--- src/rtl/rom_load_ctrl_if.sv ---
// HPS ioctl download stream in, region-decoded ROM write strobes out.
// Bundles the byte stream from hps_io and the ROM write port towards the game top.
interface rom_load_ctrl_if;
  // Neither side can stall. The master raises ioctl_wr for exactly one cycle
  // per byte while ioctl_download is high. The slave answers one cycle later
  // with a one-hot rom_we pulse that qualifies rom_addr/rom_data for that cycle.
  logic        ioctl_download;
  logic        ioctl_wr;
  logic [7:0]  ioctl_index;
  logic [24:0] ioctl_addr;
  logic [7:0]  ioctl_dout;
  logic [15:0] rom_addr;
  logic [7:0]  rom_data;
  logic [3:0]  rom_we;

  modport master (
    output ioctl_download, ioctl_wr, ioctl_index, ioctl_addr, ioctl_dout,
    input  rom_addr, rom_data, rom_we
  );

  modport slave (
    input  ioctl_download, ioctl_wr, ioctl_index, ioctl_addr, ioctl_dout,
    output rom_addr, rom_data, rom_we
  );
endinterface

--- src/rtl/rom_load_ctrl.sv ---
// Arcade ROM/DIP download sequencer: region decode, DIP bank, core reset stretch.
// Optional ROM checksum accumulator enabled by defining ROM_LOAD_CHECKSUM_EN.
module rom_load_ctrl #(
  parameter logic [7:0]  ROM_INDEX   = 8'd0,
  parameter logic [7:0]  DIP_INDEX   = 8'd254,
  parameter logic [15:0] R0_END      = 16'h3000,
  parameter logic [15:0] R1_END      = 16'h3800,
  parameter logic [15:0] R2_END      = 16'h4000,
  parameter logic [15:0] R3_END      = 16'h4020,
  parameter logic [16:0] EXPECT_LEN  = 17'h04020,
  parameter logic [7:0]  HOLD_CYCLES = 8'd16
) (
  input  logic                  clk_sys,
  input  logic                  reset_n,
  input  logic                  rst_req,
  rom_load_ctrl_if.slave        bus,
  output logic [63:0]           dip_sw,
  output logic                  core_reset,
  output logic                  load_ok,
  output logic                  overflow,
  output logic [15:0]           rom_sum,
  output logic [1:0]            state_dbg
);

  typedef enum logic [1:0] {
    ST_RUN  = 2'd0,
    ST_LOAD = 2'd1,
    ST_HOLD = 2'd2
  } state_t;

  state_t      state, state_nxt;
  logic [7:0]  hold_cnt, hold_nxt;
  logic [7:0]  load_idx;
  logic [16:0] count;

  logic        wr_acc, rom_sel, dip_sel, entry, entry_rom, rom_hit;
  logic [3:0]  dec_we;
  logic [15:0] dec_addr;
  logic [16:0] cnt_base, cnt_inc;

  assign state_dbg = state;

  always_comb begin
    state_nxt  = state;
    hold_nxt   = hold_cnt;
    core_reset = 1'b1;
    case (state)
      ST_RUN: begin
        core_reset = 1'b0;
        if (bus.ioctl_download) begin
          state_nxt = ST_LOAD;
        end else if (rst_req) begin
          state_nxt = ST_HOLD;
          hold_nxt  = HOLD_CYCLES;
        end
      end
      ST_LOAD: begin
        if (!bus.ioctl_download) begin
          state_nxt = ST_HOLD;
          hold_nxt  = HOLD_CYCLES;
        end
      end
      ST_HOLD: begin
        if (bus.ioctl_download) begin
          state_nxt = ST_LOAD;
        end else if (rst_req) begin
          hold_nxt = HOLD_CYCLES;
        end else if (hold_cnt == 8'd1) begin
          state_nxt = ST_RUN;
        end else begin
          hold_nxt = hold_cnt - 8'd1;
        end
      end
      default: begin
        state_nxt = ST_HOLD;
        hold_nxt  = HOLD_CYCLES;
      end
    endcase
  end

  always_ff @(posedge clk_sys) begin
    if (!reset_n) begin
      state    <= ST_HOLD;
      hold_cnt <= HOLD_CYCLES;
    end else begin
      state    <= state_nxt;
      hold_cnt <= hold_nxt;
    end
  end

  // Address decode: anything above 16 bits or past R3_END is out of range.
  always_comb begin
    dec_we   = 4'b0000;
    dec_addr = bus.ioctl_addr[15:0];
    if (bus.ioctl_addr[24:16] == 9'd0) begin
      if (bus.ioctl_addr[15:0] < R0_END) begin
        dec_we = 4'b0001;
      end else if (bus.ioctl_addr[15:0] < R1_END) begin
        dec_we   = 4'b0010;
        dec_addr = bus.ioctl_addr[15:0] - R0_END;
      end else if (bus.ioctl_addr[15:0] < R2_END) begin
        dec_we   = 4'b0100;
        dec_addr = bus.ioctl_addr[15:0] - R1_END;
      end else if (bus.ioctl_addr[15:0] < R3_END) begin
        dec_we   = 4'b1000;
        dec_addr = bus.ioctl_addr[15:0] - R2_END;
      end
    end
  end

  assign wr_acc    = bus.ioctl_download && bus.ioctl_wr;
  assign rom_sel   = (bus.ioctl_index == ROM_INDEX);
  assign dip_sel   = (bus.ioctl_index == DIP_INDEX);
  assign entry     = (state != ST_LOAD) && bus.ioctl_download;
  assign entry_rom = entry && rom_sel;
  assign rom_hit   = wr_acc && rom_sel && (dec_we != 4'b0000);
  // A byte may arrive on the very edge that starts a ROM download.
  assign cnt_base  = entry_rom ? 17'd0 : count;
  assign cnt_inc   = (cnt_base == 17'h1FFFF) ? cnt_base : cnt_base + 17'd1;

  always_ff @(posedge clk_sys) begin
    if (!reset_n) begin
      bus.rom_we   <= 4'b0000;
      bus.rom_addr <= 16'd0;
      bus.rom_data <= 8'd0;
      dip_sw       <= 64'd0;
      load_ok      <= 1'b0;
      overflow     <= 1'b0;
      count        <= 17'd0;
      load_idx     <= 8'd0;
    end else begin
      bus.rom_we <= 4'b0000;
      if (entry) begin
        load_idx <= bus.ioctl_index;
      end
      if (entry_rom) begin
        count    <= 17'd0;
        overflow <= 1'b0;
        load_ok  <= 1'b0;
      end
      if (state == ST_LOAD && !bus.ioctl_download && load_idx == ROM_INDEX) begin
        load_ok <= (count >= EXPECT_LEN) && !overflow;
      end
      if (rom_hit) begin
        bus.rom_we   <= dec_we;
        bus.rom_addr <= dec_addr;
        bus.rom_data <= bus.ioctl_dout;
        count        <= cnt_inc;
      end else if (wr_acc && rom_sel) begin
        overflow <= 1'b1;
      end
      if (wr_acc && dip_sel && bus.ioctl_addr[24:3] == 22'd0) begin
        dip_sw[{bus.ioctl_addr[2:0], 3'b000} +: 8] <= bus.ioctl_dout;
      end
    end
  end

`ifdef ROM_LOAD_CHECKSUM_EN
  logic [15:0] sum_q;

  always_ff @(posedge clk_sys) begin
    if (!reset_n) begin
      sum_q <= 16'd0;
    end else if (rom_hit) begin
      sum_q <= (entry_rom ? 16'd0 : sum_q) + {8'd0, bus.ioctl_dout};
    end else if (entry_rom) begin
      sum_q <= 16'd0;
    end
  end

  assign rom_sum = sum_q;
`else
  assign rom_sum = 16'd0;
`endif

endmodule

--- src/flat_wrapper.sv ---
// flat-port wrapper written by rule: the top's interface ports become plain ports
module rom_load_ctrl_flat 
#(
  parameter logic [7:0]  ROM_INDEX   = 8'd0,
  parameter logic [7:0]  DIP_INDEX   = 8'd254,
  parameter logic [15:0] R0_END      = 16'h3000,
  parameter logic [15:0] R1_END      = 16'h3800,
  parameter logic [15:0] R2_END      = 16'h4000,
  parameter logic [15:0] R3_END      = 16'h4020,
  parameter logic [16:0] EXPECT_LEN  = 17'h04020,
  parameter logic [7:0]  HOLD_CYCLES = 8'd16
)
  (clk_sys, reset_n, rst_req, dip_sw, core_reset, load_ok, overflow, rom_sum, state_dbg, bus_ioctl_download, bus_ioctl_wr, bus_ioctl_index, bus_ioctl_addr, bus_ioctl_dout, bus_rom_addr, bus_rom_data, bus_rom_we);
  rom_load_ctrl_if bus_i ();
  input  logic clk_sys;
  input  logic reset_n;
  input  logic rst_req;
  output logic [63:0] dip_sw;
  output logic core_reset;
  output logic load_ok;
  output logic overflow;
  output logic [15:0] rom_sum;
  output logic [1:0] state_dbg;
  input wire logic [$bits(bus_i.ioctl_download)-1:0] bus_ioctl_download;
  input wire logic [$bits(bus_i.ioctl_wr)-1:0] bus_ioctl_wr;
  input wire logic [$bits(bus_i.ioctl_index)-1:0] bus_ioctl_index;
  input wire logic [$bits(bus_i.ioctl_addr)-1:0] bus_ioctl_addr;
  input wire logic [$bits(bus_i.ioctl_dout)-1:0] bus_ioctl_dout;
  output wire logic [$bits(bus_i.rom_addr)-1:0] bus_rom_addr;
  output wire logic [$bits(bus_i.rom_data)-1:0] bus_rom_data;
  output wire logic [$bits(bus_i.rom_we)-1:0] bus_rom_we;
  assign bus_i.ioctl_download = bus_ioctl_download;
  assign bus_i.ioctl_wr = bus_ioctl_wr;
  assign bus_i.ioctl_index = bus_ioctl_index;
  assign bus_i.ioctl_addr = bus_ioctl_addr;
  assign bus_i.ioctl_dout = bus_ioctl_dout;
  assign bus_rom_addr = bus_i.rom_addr;
  assign bus_rom_data = bus_i.rom_data;
  assign bus_rom_we = bus_i.rom_we;
  rom_load_ctrl #(.ROM_INDEX(ROM_INDEX), .DIP_INDEX(DIP_INDEX), .R0_END(R0_END), .R1_END(R1_END), .R2_END(R2_END), .R3_END(R3_END), .EXPECT_LEN(EXPECT_LEN), .HOLD_CYCLES(HOLD_CYCLES)) u_core (.clk_sys(clk_sys), .reset_n(reset_n), .rst_req(rst_req), .bus(bus_i), .dip_sw(dip_sw), .core_reset(core_reset), .load_ok(load_ok), .overflow(overflow), .rom_sum(rom_sum), .state_dbg(state_dbg));
endmodule
--- config.mk ---
export PLATFORM = sky130hd
export DESIGN_NAME = rom_load_ctrl_flat
export DESIGN_NICKNAME = d
export VERILOG_FILES = /design/src/rtl/rom_load_ctrl_if.sv /design/src/rtl/rom_load_ctrl.sv /design/src/flat_wrapper.sv
export SDC_FILE = /design/constraint.sdc
export NUM_CORES = 1
export LEC_CHECK = 0
export BUFFER_PORTS_ARGS = -buffer_cell sky130_fd_sc_hd__buf_4
export CAP_MARGIN = 20
export CORE_MARGIN = 2
export CORE_UTILIZATION = 57
export DETAILED_ROUTE_END_ITERATION = 10
export GPL_TIMING_DRIVEN = 0
export HOLD_SLACK_MARGIN = 0.12
export PLACE_DENSITY_LB_ADDON = 0.05
export SKIP_LAST_GASP = 1
export SYNTH_ARGS = -nofsm -noshare
export SYNTH_HDL_FRONTEND = slang
export SYNTH_SLANG_ARGS = --single-unit
--- constraint.sdc ---
create_clock -name clk_sys -period 5.2 [get_ports clk_sys]
set_input_delay 0.26 -clock clk_sys [delete_from_list [all_inputs] [get_ports clk_sys]]
set_output_delay 0.26 -clock clk_sys [all_outputs]
set_load 0.005 [all_outputs]
==> flow_summary_export.csv, run 1 <==
group,metric,value,unit
finish,final_layout_size_suffix_gt1_share,24.06,%
setup_path,cp.arrival,3940,ps
clock_network,htreeDepth,4,
route,totalWireLength,17090,µm
hold_path,hold_path.class,"in2reg",
route,drc,0,
finish,final_cell_mix,"buf_4, dfxtp_1, nand2_1",
clock_network,cts_root_buf,"clkbuf_8",
floorplanning,dieArea,11160,µm²
clock_network,clockBufferDepth,2,
hold_path,min-delay-start,"reset_n",
finish,fin_nets,928,
logic_synthesis,synth_top_area_cell,"dfxtp_1",
timing,fin_crit,3490,ps
logic_synthesis,synth_ff_type,"dfxtp_1",
timing,skew,6.668,ps
finish,n_fill_cell,694,
floorplanning,die_y,105.7,µm
logic_synthesis,synth_edf_count,0,
clock_network,clock-sinks,129,
clock_network,path_clk_slew,60,ps
logic_synthesis,syn_inst,661,
route,drtIter0Drc,379,
pwr,vdd.ir_drop.worst,0.3204,mV
clock_network,cts_tree,"built",
status,status,"finished, final reports clean",
timing,worst_pin_slew,792.4,ps
global_route,antenna_found_initial,0,
setup_path,required,5650,ps
route,routed-via-count,5682,
global_route,grtUsageTotal,30.24,%
finish,area.sequential,2582,µm²
global_route,grt_pass1_vias,5319,
finish,syn2layout_area_growth,38.08,%
floorplanning,start_util,57.84,%
route,first_pass_iters,6,
logic_synthesis,synth_area,5891,µm²
logic_synthesis,ys_ff_latch,129,
route,wl_per_cell,16.80,µm
global_route,grt_pass1_wl,26680,µm
setup_path,startpoint_type,"input port",
finish,stdcell_count,1017,
timing,rsz0062_at_grt,"false",
clock_network,clk-insertion-delay-late,520,ps
logic_synthesis,syn_avg_cell_area,8.912,µm²
finish,post-route-util,79.86,%
timing,clock.fmax,0.2865,GHz
global_route,grt_max_degree,17,
logic_synthesis,async_flop_share,0,%
placement,dp_slack,1856,ps
finish,multiInputGateArea,3067,µm²
placement,gp_congestion,0.9714,
timing,hold_viol_final,0,
pwr,leakagePower,0.003658,µW
timing,setup_tns,0,ps
logic_synthesis,ys_top_cells_by_area,"dfxtp_1, mux2i_1, nand2_1",
setup_path,r2r-start,"u_core.state_dbg[1]$_SDFFE_PN1P_",
placement,placedCellCount,953,
logic_synthesis,ys_types,58,
placement,dp_hpwl,11530,µm
floorplanning,core,10180,µm²
finish,final_common_cell,"buf_4",
setup_path,critPathLaunch,"bus_ioctl_index[6]",
timing,setup_viol_count_final,0,
global_route,grt-ovfl-total,0,
setup_path,path_max_fanout,10,
finish,antenna_cells,0,
logic_synthesis,synth_top_area_share,43.84,%
logic_synthesis,seq_area_frac_synth,43.84,%
floorplanning,ioPinCount,159,
route,ant_nets,0,
setup_path,endpoint_kind,"flop",
route,routed_via_density,5.587,
timing,finalCritPeriodShare,67.11,%
placement,port_buffers,141,
logic_synthesis,yosys_warnings,0,
timing,setup_ws,1710,ps
clock_network,cts_buffers,17,
floorplanning,die_width,105.7,µm
job,drv_cap,0,
timing,relSlewSlack,47.18,%
timing,slew_viol_final,0,
pwr,power_density,306.2,nW/µm²
pwr,p_total,2491,µW
setup_path,worstSetupPathType,"in2reg",
floorplanning,rows,37,
## critical path, stage by stage
cell	delay (ps)
dlygate4sd3_1	560
buf_4	150
or4_1	600
or4_1	490
buf_2	200
and2_1	200
ha_1	280
nand4_1	200
nor3_1	110
clkbuf_1	240
or4_1	500
a21oi_1	150
## Yosys cell counts (all sizes together), types with 2 or more instances
master,number
or4,14
o31ai,7
nor3,12
clkbuf,24
a211oi,4
mux2i,70
and4b,2
o41ai,2
a31oi,2
nor2b,5
nor4,8
nand3,29
nand2,114
o311ai,4
nor4bb,2
and2,3
a311oi,2
nand4,11
nand2b,10
o21ai,8
nor2,49
buf,22
inv,14
and4,2
xnor2,8
a211o,2
a2111oi,2
a21oi,50
a21o,2
ha,13
and3,6
or3,15
dfxtp,129
## flip-flops by register name, indices dropped and copies added (netlist names)
name                 flops
u_core.bus.rom_addr     16
u_core.count            17
u_core.hold_cnt          8
u_core.bus.rom_we        4
u_core.load_idx          8
u_core.bus.rom_data      8
u_core.state_dbg         2
u_core.overflow          1
u_core.dip_sw           64
u_core.load_ok           1
## final timing paths
check / endpoint / slack [ps] / cells past startpoint
max reg2reg: u_core.count[8]$_SDFF_PN0_ / 2180 / 10
max: u_core.count[8]$_SDFF_PN0_ / 1710 / 12
min: u_core.bus.rom_we[2]$_SDFF_PN0_ / 190 / 4
min reg2reg: u_core.load_idx[4]$_SDFFE_PN0P_ / 460 / 2
## power breakdown
group / total [µW] / switching, µW / internal, µW
clock network: 1290 / 449 / 839
logic: 194 / 106 / 87.5
registers: 1010 / 10.7 / 999
total: 2490 / 566 / 1930
## kinds of logic (layout without fill, tap and decap cells)
group	Yosys count	in the layout	share of synthesized area, %
simple gates	286	286	24.94
compound gates	94	94	10.26
flops	129	129	43.84
other cells	1	16	0.06366
xor+xnor	8	8	1.190
mux	70	70	11.89
buf+inv	60	265	5.055
fa+ha+maj	13	13	2.761
## routing by layer
layer	wire (µm)	track usage [%]	vias to the layer above	share of wire, %
met5	0	0	-	0
met1	7203	38.73	2680	42
met2	8125	49.49	242	48
met3	1376	7.050	36	8.1
li1	-	-	2724	-
met4	381	11.75	0	2.2
## stage by stage
stage                     hold WS [ps]  cell area (µm²)
final                            187.9             8134
after global placement           440.6             7176
after detailed placement         447.9             7176
after floorplan                  348.9             5947
after global routing             207.2             8134
after CTS                        162.4             8124
## area by class of cell
class | instances | share of cell area [%]
Sequential cell | 129 | 31.75
Buffer | 46 | 3.015
Clock inverter | 13 | 2.584
Tap cell | 136 | 2.092
Multi-Input combinational cell | 487 | 37.70
Timing Repair Buffer | 174 | 16.95
Inverter | 14 | 0.6461
Clock buffer | 18 | 5.261
## timing repair
action                     4_1_cts  5_1_grt
hold endpoints to repair        69        0
hold buffers                    31        0
resized for setup                0        0
setup endpoints to repair        0        0
buffers inserted                 0        0
Note: power is estimated with default switching activity, not from simulation.
==> inputs of run 2 (changes only) <==
--- a/config.mk
+++ b/config.mk
@@ -8,7 +8,7 @@
 export BUFFER_PORTS_ARGS = -buffer_cell sky130_fd_sc_hd__buf_4
 export CAP_MARGIN = 20
 export CORE_MARGIN = 2
-export CORE_UTILIZATION = 57
+export CORE_UTILIZATION = 53
 export DETAILED_ROUTE_END_ITERATION = 10
 export GPL_TIMING_DRIVEN = 0
 export HOLD_SLACK_MARGIN = 0.12
==> constraint.sdc (replaced) <==
create_clock -name clk_sys -period 3.4 [get_ports clk_sys]
set_input_delay 0.17 -clock clk_sys [delete_from_list [all_inputs] [get_ports clk_sys]]
set_output_delay 0.17 -clock clk_sys [all_outputs]
set_load 0.005 [all_outputs]
==> flow_summary_export.csv, run 2 (synthesis gave the netlist of run 1 again) <==
group,metric,value,unit
status,status,"finished, final reports clean",
finish,n_fill_cell,772,
setup_path,critPathLaunch,"bus_ioctl_index[6]",
clock_network,cts_root_buf,"clkbuf_8",
finish,top_regs,"u_core.dip_sw: 64 flops, u_core.count: 17 flops, u_core.bus.rom_addr: 16 flops",
floorplanning,ioPinCount,159,
pwr,power_density,462.4,nW/µm²
timing,slew_viol_final,0,
floorplanning,die_y,109.4,µm
setup_path,slowest_delay,590,ps
global_route,grt_pass1_wl,26410,µm
clock_network,clock-sinks,129,
setup_path,required,3870,ps
finish,design_area,8193,µm²
setup_path,path_cells,"dlygate4sd3_1 -> buf_4 -> or4_1 -> or4_1 -> buf_2 -> and2_1 -> ha_1 -> nand4_1 -> nor3_1 -> clkbuf_2 -> or4_1 -> a21oi_1",
timing,whs,141.7,ps
placement,dp_hpwl,12070,µm
global_route,grt-ovfl-total,0,
pwr,leakagePower,0.003684,µW
finish,top_register,"u_core.dip_sw",
hold_path,hold_path.class,"in2reg",
finish,multiInputGateArea,3067,µm²
global_route,grt_max_degree,17,
clock_network,clk-insertion-delay-late,540,ps
route,first_pass_iters,5,
route,drc,0,
clock_network,clockBufferDepth,2,
floorplanning,die_width,109.4,µm
timing,rsz0062_at_grt,"false",
setup_path,r2r_end,"u_core.count[8]$_SDFF_PN0_",
timing,finalCritPeriodShare,96.45,%
job,drv_cap,0,
global_route,grt_pass1_vias,5320,
timing,setup_viol_count_final,0,
clock_network,htreeDepth,4,
finish,area.sequential,2582,µm²
setup_path,slowest_stage,"or4_1",
timing,setup_tns,0,ps
route,routed_via_density,5.590,
placement,placedInstanceArea,7181,µm²
timing,clock.fmax,0.3049,GHz
placement,placedCellCount,957,
setup_path,worstSetupPathType,"in2reg",
setup_path,cp-endpoint,"u_core.count[8]$_SDFF_PN0_",
clock_network,cts_buffers,17,
placement,port_buffers,141,
setup_path,endpoint_kind,"flop",
setup_path,path_max_fanout,10,
finish,fin_nets,934,
finish,stdcell_count,1029,
placement,gp_congestion,0.9021,
finish,final_cell_mix,"buf_4, dfxtp_1, nand2_1",
floorplanning,dieArea,11970,µm²
timing,relSlewSlack,20.71,%
setup_path,crit_family,"simple AND/OR/NAND/NOR gates",
setup_path,r2r_cells,10,
route,drtIter0Drc,388,
timing,worst_pin_slew,1171,ps
route,routed-via-count,5752,
route,totalWireLength,17460,µm
floorplanning,start_util,54.34,%
timing,fin_crit,3279,ps
hold_path,min-delay-start,"rst_req",
route,wl_per_cell,16.96,µm
finish,syn2layout_area_growth,39.08,%
route,ant_nets,0,
setup_path,crit_top_cell,"or4_1",
timing,hold_viol_final,0,
setup_path,reg2reg_slack,520,ps
setup_path,crit_buf_inv,4,
floorplanning,rows,38,
setup_path,startpoint_type,"input port",
finish,final_layout_size_suffix_gt1_share,24.32,%
clock_network,path_clk_slew,60,ps
clock_network,cts_tree,"built",
global_route,grtUsageTotal,28.81,%
timing,skew,5.502,ps
global_route,antenna_found_initial,0,
setup_path,r2r-start,"u_core.state_dbg[0]$_SDFFE_PN0P_",
finish,largest_reg_flops,64,
finish,final_common_cell,"buf_4",
pwr,vdd.ir_drop.worst,0.3716,mV
setup_path,cp.depth,12,
floorplanning,core,10840,µm²
setup_path,cp.arrival,3750,ps
## run 2: power by group
part,internal [µW],total [µW],switching (µW)
logic,136,302,167
registers,1530,1540,16.1
clock network,1220,1940,720
## run 2: worst min path at each step
stage	depth (start not counted)	endpoint
after floorplan	1	u_core.bus.rom_we[1]$_SDFF_PN0_
after global placement	2	u_core.bus.rom_we[1]$_SDFF_PN0_
after detailed placement	2	u_core.bus.rom_we[1]$_SDFF_PN0_
after CTS	3	u_core.state_dbg[1]$_SDFFE_PN1P_
after global routing	3	u_core.state_dbg[1]$_SDFFE_PN1P_
final	3	u_core.state_dbg[1]$_SDFFE_PN1P_
## run 2: area by class of cell
type / count / share of cell area (%)
flip-flops and latches: 129 / 31.52
repair buffers: 180 / 17.53
clock inverters: 14 / 2.474
clock buffers: 18 / 5.223
well taps: 140 / 2.138
diodes: 1 / 0.03054
inverters: 14 / 0.6414
multi-input cells: 487 / 37.43
plain buffers: 46 / 3.009
## run 2: per-stage QoR
| step | setup WS, ps | total power, µW | util (%) |
|---|---|---|---|
| final | 120.7 | 3788 | 75.58 |
| after global routing | 1.675 | 3899 | 75.55 |
| after CTS | 140.6 | 3787 | 75.29 |
| after detailed placement | 146.1 | 1838 | 66.24 |
| after global placement | 176.8 | 1826 | 66.24 |
| after floorplan | 543.3 | 1727 | - |
## run 2: layer usage
| metal | share of wire [%] | up-vias | GRT usage [%] | wire length, µm |
|---|---|---|---|---|
| li1 | - | 2753 | - | - |
| met5 | 0 | - | 0 | 0 |
| met2 | 47 | 240 | 46.38 | 8123 |
| met4 | 3.0 | 0 | 12.30 | 520 |
| met3 | 7.2 | 45 | 7.528 | 1259 |
| met1 | 43 | 2714 | 36.52 | 7552 |
## run 2: repair_timing
item / in CTS / in global routing
endpoints found under the setup margin: 0 / 4
hold buffers: 35 / 0
setup buffers: 0 / 3
hold endpoints to repair: 99 / 0
gates resized for setup: 0 / 2
## run 2: worst register-to-register path, stage by stage (launching register included)
cell	delay, ps
dfxtp_1	370
nor2b_1	170
or4_1	490
buf_2	190
and2_1	190
ha_1	260
nand4_1	170
nor3_1	100
clkbuf_2	220
or4_1	490
a21oi_1	150
==> inputs of run 3 (changes only) <==
--- a/config.mk
+++ b/config.mk
@@ -7,8 +7,10 @@
 export LEC_CHECK = 0
 export BUFFER_PORTS_ARGS = -buffer_cell sky130_fd_sc_hd__buf_4
 export CAP_MARGIN = 20
+export CELL_PAD_IN_SITES_DETAIL_PLACEMENT = 0
+export CELL_PAD_IN_SITES_GLOBAL_PLACEMENT = 2
 export CORE_MARGIN = 2
-export CORE_UTILIZATION = 53
+export CORE_UTILIZATION = 31
 export DETAILED_ROUTE_END_ITERATION = 10
 export GPL_TIMING_DRIVEN = 0
 export HOLD_SLACK_MARGIN = 0.12
==> flow_summary_export.csv, run 3 (synthesis gave the netlist of run 1 again) <==
group,metric,value,unit
status,status,"finished, final reports clean",
setup_path,critPathLaunch,"bus_ioctl_index[1]",
floorplanning,start_util,31.49,%
clock_network,path_clk_slew,60,ps
finish,final_cell_mix,"buf_4, dfxtp_1, nand2_1",
timing,setup_viol_count_final,0,
floorplanning,rows,50,
timing,whs,230.1,ps
timing,setup_ws,80.57,ps
global_route,grtUsageTotal,18.49,%
route,wl_per_cell,16.51,µm
setup_path,r2r-start,"u_core.state_dbg[1]$_SDFFE_PN1P_",
pwr,p_comb_share,7.7,%
floorplanning,ioPinCount,159,
clock_network,clk-insertion-delay-late,410,ps
setup_path,worstSetupPathType,"in2reg",
setup_path,slowest_stage,"or4_4",
pwr,switching_share,23.28,%
timing,clock.fmax,0.3013,GHz
setup_path,slowest_delay,570,ps
clock_network,cts_root_buf,"clkbuf_16",
finish,top_regs,"u_core.dip_sw: 64 flops, u_core.count: 17 flops, u_core.bus.rom_addr: 16 flops",
finish,largest_reg_flops,64,
placement,dp_hpwl,13860,µm
route,routed-via-count,5560,
global_route,grt_pass1_wl,28600,µm
hold_path,min-delay-start,"bus_ioctl_wr",
placement,port_buffers,141,
pwr,power_switching,902.4,µW
clock_network,clockBufferDepth,2,
pwr,p_seq_share,39.8,%
pwr,leakagePower,0.003684,µW
finish,fin_nets,931,
route,wl_met2,8390,µm
timing,hold_viol_final,0,
clock_network,htreeDepth,4,
finish,top_register,"u_core.dip_sw",
floorplanning,core,18710,µm²
finish,final_layout_size_suffix_gt1_share,24.89,%
timing,fin_crit,3319,ps
global_route,antenna_found_initial,0,
setup_path,path_cells,"dlygate4sd3_1 -> buf_4 -> or4_1 -> or4_1 -> buf_2 -> and2_1 -> ha_2 -> nand4_1 -> buf_4 -> o311ai_2 -> or4_4 -> mux2i_1",
setup_path,path_max_fanout,9,
hold_path,hold_path.class,"in2reg",
pwr,power_density,466.4,nW/µm²
placement,placedInstanceArea,7298,µm²
floorplanning,die_y,141.9,µm
pwr,vdd.ir_drop.worst,0.3315,mV
route,wl_met3,1091,µm
global_route,grt_pass1_vias,5237,
pwr,pwr-share-clk,52.4,%
route,drc,0,
floorplanning,die_width,141.9,µm
pwr,p_int,2974,µW
setup_path,required,3700,ps
timing,slew_viol_final,0,
clock_network,cts_buffers,17,
setup_path,endpoint_kind,"flop",
route,dr.max_layer_used,"met4",
global_route,grt_max_degree,17,
route,routed_via_density,4.973,
timing,worst_pin_slew,988.2,ps
clock_network,cts_tree,"built",
finish,final_common_cell,"buf_4",
setup_path,cp.arrival,3620,ps
timing,relSlewSlack,33.51,%
timing,finalCritPeriodShare,97.63,%
finish,post-route-util,44.43,%
route,ant_nets,0,
route,first_pass_iters,5,
placement,gp_congestion,0.8161,
timing,skew,6.327,ps
clock_network,clock-sinks,129,
job,drv_cap,0,
route,met1_length,8718,µm
placement,dp_slack,44.81,ps
finish,syn2layout_area_growth,41.10,%
route,drtIter0Drc,292,
timing,setup_tns,0,ps
route,totalWireLength,18460,µm
setup_path,startpoint_type,"input port",
floorplanning,dieArea,20120,µm²
finish,design_area,8312,µm²
global_route,grt-ovfl-total,0,
finish,antenna_cells,0,
## run 3: cell types whose count changed in the layout (fill, tap and decap cells not counted), moves of 2 or more
cell,change
inv_6,+2
dlygate4sd3_1,-4
clkinvlp_4,-2
clkbuf_8,-2
or4_4,+2
or4_1,-2
## run 3: timing repair
action / CTS / global route
buffers inserted: 0 / 3
gates resized for setup: 0 / 6
setup endpoints to repair: 0 / 5
hold buffers: 31 / 0
endpoints found under the hold margin: 69 / 0
## run 3: cell type report
cell class	instances	area (µm²)
inverter	14	52.55
clock buffer	17	425.4
clock inverter	14	226.5
multi-input combinational	487	3084
sequential	129	2582
tap	234	292.8
fill	1851	10390
timing repair buffer	177	1401
buffer	46	246.5
## run 3: worst paths after layout
path	end	slack, ps	cells after the start
setup / recovery	u_core.count[15]$_SDFF_PN0_	80	12
hold / removal	u_core.overflow$_SDFF_PN0_	230	5
setup reg to reg	u_core.count[15]$_SDFF_PN0_	440	10
hold reg to reg	u_core.bus.rom_data[0]$_SDFFE_PN0P_	460	2
## run 3: power groups by stage
| stage | registers (µW) | clock network, µW | logic [µW] |
|---|---|---|---|
| final | 1540 | 2030 | 299 |
| after global routing | 1550 | 2160 | 330 |
| after CTS | 1540 | 2080 | 297 |
| after detailed placement | 1580 | 0 | 267 |
| after global placement | 1580 | 0 | 264 |
| after floorplan | 1570 | 0 | 155 |
## run 3: per-stage QoR
step	std cells	power, µW
2_1_floorplan	676	1727
5_1_grt	1118	4035
6_report	1118	3877
3_3_place_gp	1051	1840
3_5_place_dp	1051	1845
4_1_cts	1113	3922
## run 3: per-layer routing
metal	vias to the layer above	GRT usage, %
met5	-	0
met4	0	6.632
met3	23	4.691
met2	160	28.26
met1	2632	25.29
li1	2745	-
## run 3: critical path, delay by kind of cell
family	cells	cell delay, ps
muxes	1	130
and+or+nand+nor	5	1920
buffers and inverters	4	1030
adders and majority gates	1	210
AOI/OAI and AO/OA	1	140
